### config.mk
export PLATFORM = sky130hd
export DESIGN_NAME = minmax_dist_engine
export DESIGN_NICKNAME = d
export VERILOG_FILES = /design/src/rtl/minmax_dist_engine.sv
export SDC_FILE = /design/constraint.sdc
export NUM_CORES = 1
export LEC_CHECK = 0
export CELL_PAD_IN_SITES_DETAIL_PLACEMENT = 0
export CELL_PAD_IN_SITES_GLOBAL_PLACEMENT = 1
export CORE_ASPECT_RATIO = 0.7
export CORE_UTILIZATION = 57
export CTS_CLUSTER_DIAMETER = 80
export DETAILED_ROUTE_END_ITERATION = 16
export DONT_BUFFER_PORTS = 1
export GPL_TIMING_DRIVEN = 0
export PLACE_DENSITY = 0.93
export SLEW_MARGIN = 20
export SYNTH_ARGS = -nofsm -noshare
export SYNTH_HDL_FRONTEND = slang
export SYNTH_SLANG_ARGS = --single-unit
### constraint.sdc
create_clock -name clk -period 13.79 [get_ports clk]
set_input_delay 2.758 -clock clk [delete_from_list [all_inputs] [get_ports clk]]
set_output_delay 2.758 -clock clk [all_outputs]
set_load 0.03 [all_outputs]
### src/rtl/minmax_dist_engine.sv
// ============================================================================
// Module   : minmax_dist_engine
// Purpose  : Min/max absolute pairwise distance over N_VALS signed 16-bit words
// Revision : 1.0 - initial release
// ============================================================================
`default_nettype none

module minmax_dist_engine #(
  parameter int N_VALS    = 32,
  parameter int BASE_ADDR = 0,
  parameter int RES_ADDR  = 66,
  parameter int ADDR_W    = 8
) (
  input  logic              clk,
  input  logic              rst_n,
  input  logic              start,
  output logic              done,
  output logic [ADDR_W-1:0] mem_addr,
  input  logic [7:0]        mem_rd_data,
  output logic              mem_wr_en,
  output logic [7:0]        mem_wr_data,
  output logic [15:0]       min_dist,
  output logic [15:0]       max_dist,
  output logic [4:0]        min_j,
  output logic [4:0]        min_k,
  output logic [4:0]        max_j,
  output logic [4:0]        max_k
);

  localparam logic [2:0] c_ST_IDLE  = 3'd0;
  localparam logic [2:0] c_ST_LOAD  = 3'd1;
  localparam logic [2:0] c_ST_CMP   = 3'd2;
  localparam logic [2:0] c_ST_WRITE = 3'd3;
  localparam logic [2:0] c_ST_DONE  = 3'd4;

  localparam logic [5:0] c_LAST_BYTE = 6'(2 * N_VALS - 1);
  localparam logic [4:0] c_LAST_K    = 5'(N_VALS - 1);
  localparam logic [4:0] c_LAST_J    = 5'(N_VALS - 2);

  logic [2:0]  r_state;
  logic [2:0]  w_next;
  logic [5:0]  r_cnt;
  logic [1:0]  r_wcnt;
  logic [4:0]  r_j;
  logic [4:0]  r_k;
  logic [15:0] r_vals [0:N_VALS-1];
  logic [15:0] r_min;
  logic [15:0] r_max;
  logic [4:0]  r_min_j;
  logic [4:0]  r_min_k;
  logic [4:0]  r_max_j;
  logic [4:0]  r_max_k;
  logic        r_done;

  logic [16:0] w_diff;
  logic [16:0] w_neg;
  logic [15:0] w_dist;
  logic        w_last_pair;

  // 17-bit difference cannot overflow; its magnitude always fits in 16 bits
  assign w_diff      = {r_vals[r_j][15], r_vals[r_j]} - {r_vals[r_k][15], r_vals[r_k]};
  assign w_neg       = -w_diff;
  assign w_dist      = w_diff[16] ? w_neg[15:0] : w_diff[15:0];
  assign w_last_pair = (r_j == c_LAST_J) && (r_k == c_LAST_K);

  always_ff @(posedge clk) begin
    if (!rst_n) r_state <= c_ST_IDLE;
    else        r_state <= w_next;
  end

  always_comb begin
    w_next = r_state;
    case (r_state)
      c_ST_IDLE:  if (!start) w_next = c_ST_LOAD;
      c_ST_LOAD:  if (start) w_next = c_ST_IDLE;
                  else if (r_cnt == c_LAST_BYTE) w_next = c_ST_CMP;
      c_ST_CMP:   if (start) w_next = c_ST_IDLE;
                  else if (w_last_pair) w_next = c_ST_WRITE;
      c_ST_WRITE: if (start) w_next = c_ST_IDLE;
                  else if (r_wcnt == 2'd3) w_next = c_ST_DONE;
      c_ST_DONE:  if (start) w_next = c_ST_IDLE;
      default:    w_next = c_ST_IDLE;
    endcase
  end

  always_comb begin
    mem_addr    = '0;
    mem_wr_en   = 1'b0;
    mem_wr_data = 8'h00;
    case (r_state)
      c_ST_LOAD: mem_addr = ADDR_W'(BASE_ADDR) + ADDR_W'(r_cnt);
      c_ST_WRITE: begin
        mem_addr  = ADDR_W'(RES_ADDR) + ADDR_W'(r_wcnt);
        mem_wr_en = 1'b1;
        case (r_wcnt)
          2'd0:    mem_wr_data = r_min[15:8];
          2'd1:    mem_wr_data = r_min[7:0];
          2'd2:    mem_wr_data = r_max[15:8];
          default: mem_wr_data = r_max[7:0];
        endcase
      end
      default: ;
    endcase
  end

  // Operand storage is fully rewritten by every LOAD, so it needs no reset
  always_ff @(posedge clk) begin
    if (r_state == c_ST_LOAD) begin
      if (r_cnt[0]) r_vals[r_cnt[5:1]][7:0]  <= mem_rd_data;
      else          r_vals[r_cnt[5:1]][15:8] <= mem_rd_data;
    end
  end

  always_ff @(posedge clk) begin
    if (!rst_n) begin
      r_done  <= 1'b0;
      r_cnt   <= '0;
      r_wcnt  <= '0;
      r_j     <= '0;
      r_k     <= '0;
      r_min   <= 16'hFFFF;
      r_max   <= 16'h0000;
      r_min_j <= '0;
      r_min_k <= '0;
      r_max_j <= '0;
      r_max_k <= '0;
    end else begin
      r_done <= (w_next == c_ST_DONE);
      case (r_state)
        c_ST_IDLE: begin
          r_cnt <= '0;
          if (!start) begin
            r_min   <= 16'hFFFF;
            r_max   <= 16'h0000;
            r_min_j <= '0;
            r_min_k <= '0;
            r_max_j <= '0;
            r_max_k <= '0;
          end
        end
        c_ST_LOAD: begin
          r_cnt <= r_cnt + 6'd1;
          r_j   <= 5'd0;
          r_k   <= 5'd1;
        end
        c_ST_CMP: begin
          r_wcnt <= 2'd0;
          if (w_dist < r_min) begin
            r_min   <= w_dist;
            r_min_j <= r_j;
            r_min_k <= r_k;
          end
          if (w_dist > r_max) begin
            r_max   <= w_dist;
            r_max_j <= r_j;
            r_max_k <= r_k;
          end
          if (r_k == c_LAST_K) begin
            r_j <= r_j + 5'd1;
            r_k <= r_j + 5'd2;
          end else begin
            r_k <= r_k + 5'd1;
          end
        end
        c_ST_WRITE: r_wcnt <= r_wcnt + 2'd1;
        default: ;
      endcase
    end
  end

  assign done     = r_done;
  assign min_dist = r_min;
  assign max_dist = r_max;
  assign min_j    = r_min_j;
  assign min_k    = r_min_k;
  assign max_j    = r_max_j;
  assign max_k    = r_max_k;

endmodule

`default_nettype wire

==> metrics.txt <==
Max Fanout on Critical Path 10; Avg Inst Size Synth 16.8 µm²; run status finished, final reports clean; Leak 9.68 nW; relative slew slack 12.9%; DRT antenna net count 0; Fmax 110 MHz; XOR/XNOR share of the synthesized area 0.876%; worst slew pin tran 1.31 ns; Crit path required time 14.27 ns; RePlAce Congestion 0.927; Max VDD drop 0.000118 V; DR pass1 iterations 7; CTS max path bufs 3; period utilisation layout 65.9%; area delta synth->final 9.29%; num rows 68; Core Util, Final 63.6%; Residual DRC 0; FF+latch count, synth 596; Die Span Y 191 µm; Detailed Place HPWL 58500 µm; Vias/cell 7.39; Final Hold Fails 0; largest family of logic cells by synthesized area multiplexers; critical path class flop to flop; # setup viols final 0; clk slew on worst S/H paths 0.07 ns; Layout Nets 1853; top cells by count, synth 512 x edfxtp_1, 320 x mux4_2, 144 x nor2_1, 85 x clkbuf_1, 84 x dfxtp_1; Mapped Cells 1728; non-filler cells, final 2492; count leader, synth edfxtp_1; vias post-DR 18.4k; Post-Syn Area 29000 µm²; crit path capture type flop; ranking of synthesized cells by area edfxtp_1 53%, mux4_2 25%, dfxtp_1 5.8%; CTS Hold Bufs 0; CORE AREA 49800 µm²; post-route setup slack 4.70 ns; ys async rst share 0%; EDFF count, synth 512; RSZ-0062 raised after global routing no; maxcap violations 0; # placed instances 2393; WL/cell 34.3 µm; initial drt markers 3042; # diodes 0; Most used DFF post-synth edfxtp_1; CTS Buf Count 52; GRT Total Usage 33.4%; Clock Root Buffer clkbuf_16; clk sink count 596; Fillers 3351; Die Footprint 51800 µm²; post-synth top area share 53.0%; chip width 272 µm; max-slew violation count 0; Worst Hold Class flop to flop; grt total ovfl 0; Initial Utilization 58.2%; post-CTS setup buffers 0; Yosys warnings 0; compound-cell area share of the yosys netlist 3.86%; Final min period 9.09 ns; worst skew pair latency 0.63 ns; global-route wire length before repair 123000 µm; Total Neg Setup Slack 0 ns; initial antenna violation count 4; CTS resizes 0; Syn Nets 1798; CP Launch Type flop; I/O pin count 81; post-synthesis cell type count 61; Synth Area in Adders 2.57%; H-tree depth 2; Post-Synth Simple-Gate Area 5.26%; PwrDens 119 nW/µm²; CTS tree yes; post-synth top area cell edfxtp_1; pin count of the biggest net entering global routing 65; worst endpoint data arrival time 9.57 ns; Port Buffers 0; share of synthesized area spent on multiplexers 26.3%; vias in the first global route 17.9k; worst slack, placed 4.72 ns; sequential-to-total area share from yosys stat 58.8%; layout cells sized above 1 24.8%; Detailed Route WL 85400 µm; Worst Skew 0.0657 ns
-- final timing paths --
check / slack, ns / start / to / cells after the start
max reg2reg: 4.70 / flop / min_dist[10] / 24
min reg2reg: 0.54 / r_wcnt[1] / r_wcnt[1] / 2
max: 4.70 / flop / min_dist[10] / 24
min: 0.54 / r_wcnt[1] / r_wcnt[1] / 2
-- cells in the final DEF, fill, tap and decap left out, types with 5 or more instances in the layout --
master     netlist  final
o21ai_1          5      5
clkinv_1         0     12
nor2_1         144    141
o21ai_0         40     40
nor2b_1          6      6
mux4_2         320    320
and3_1           7      7
mux2i_1         22     22
dfxtp_1         84     84
clkinv_2         0     10
xor2_1           9      9
clkbuf_2         1     12
a21oi_1         68     68
o21a_1           7      7
nand2b_1        13     13
bufinv_16        0      9
o211ai_1         5      5
clkbuf_1        85     86
nand2_1         57     57
ha_1            58     58
nor3_1          23     23
xnor2_1         20     20
inv_1           55     55
a21o_1          10     10
buf_1           28     16
clkbuf_16        0     52
nand4_1         11     11
buf_2            2      6
edfxtp_1       512    512
a222oi_1         8      8
nand3_1         49     49
mux2_2          17     17
a31oi_1          6      6
-- area by class of cell --
type / instances / area [µm²] / share of cell area (%)
sequential: 596 / 17100 / 53.8
multi-input combinational: 959 / 11300 / 35.6
clock buffer: 60 / 1370 / 4.33
tap: 665 / 832 / 2.63
buffer: 118 / 473 / 1.49
clock inverter: 38 / 450 / 1.42
inverter: 55 / 206 / 0.652
timing repair buffer: 1 / 11.3 / 0.0356
-- logic make-up after synthesis --
| logic type | count (synthesis) |
|---|---|
| flops | 596 |
| mux | 359 |
| simple gates | 334 |
| compound gates | 177 |
| buf+inv | 173 |
| fa+ha+maj | 59 |
| xor+xnor | 29 |
| other cells | 1 |
-- metal layers --
layer  wire [µm]  vias up  track usage [%]
met5          93        -            0.846
met3       13500      230             11.0
met1       31000     9413             47.4
met2       37800     1606             49.1
met4        3060        6             10.7
li1            -     7162                -
-- registers in the layout (all words and copies together) (netlist names), 3 cells and up, named ones only --
| register | flops |
|---|---|
| r_j | 5 |
| max_dist | 16 |
| r_cnt | 6 |
| min_k | 5 |
| max_k | 5 |
| max_j | 5 |
| r_state | 3 |
| min_j | 5 |
| min_dist | 16 |
| r_k | 5 |
| r_vals | 512 |
-- worst max-delay path: stages (launching register included) --
cell      delay [ns]
dfxtp_1         0.33
clkbuf_1        0.59
buf_1           0.83
mux4_2          0.64
mux4_2          0.51
mux2_2          0.32
fa_1            0.50
a211oi_2        0.36
o21bai_1        0.12
a21oi_1         0.18
xnor2_1         0.13
or4_1           0.60
nor4_1          0.68
a31oi_1         0.21
xnor2_1         0.30
inv_1           0.10
ha_1            0.31
nand4_1         0.15
or4_1           0.56
a21oi_1         0.35
nor2_1          0.10
nor2_1          0.26
clkbuf_1        0.51
nor3_1          0.09
o21ai_0         0.21
-- report_power, final --
part,internal [mW],switching (mW)
Clock,0.885,0.700
Sequential,1.95,0.00182
Combinational,0.0973,0.146
Total,2.94,0.847
-- metrics by stage --
stage                     hold WS, ns  total power [mW]  area, µm²
final                           0.536              3.78      31700
after global routing            0.552              3.86      31700
after CTS                       0.536              3.77      31600
after detailed placement        0.526              2.23      29800
after global placement          0.508              2.23      29800
after floorplan                 0.474              2.17      29000
Power figures use the tool's default switching activity.
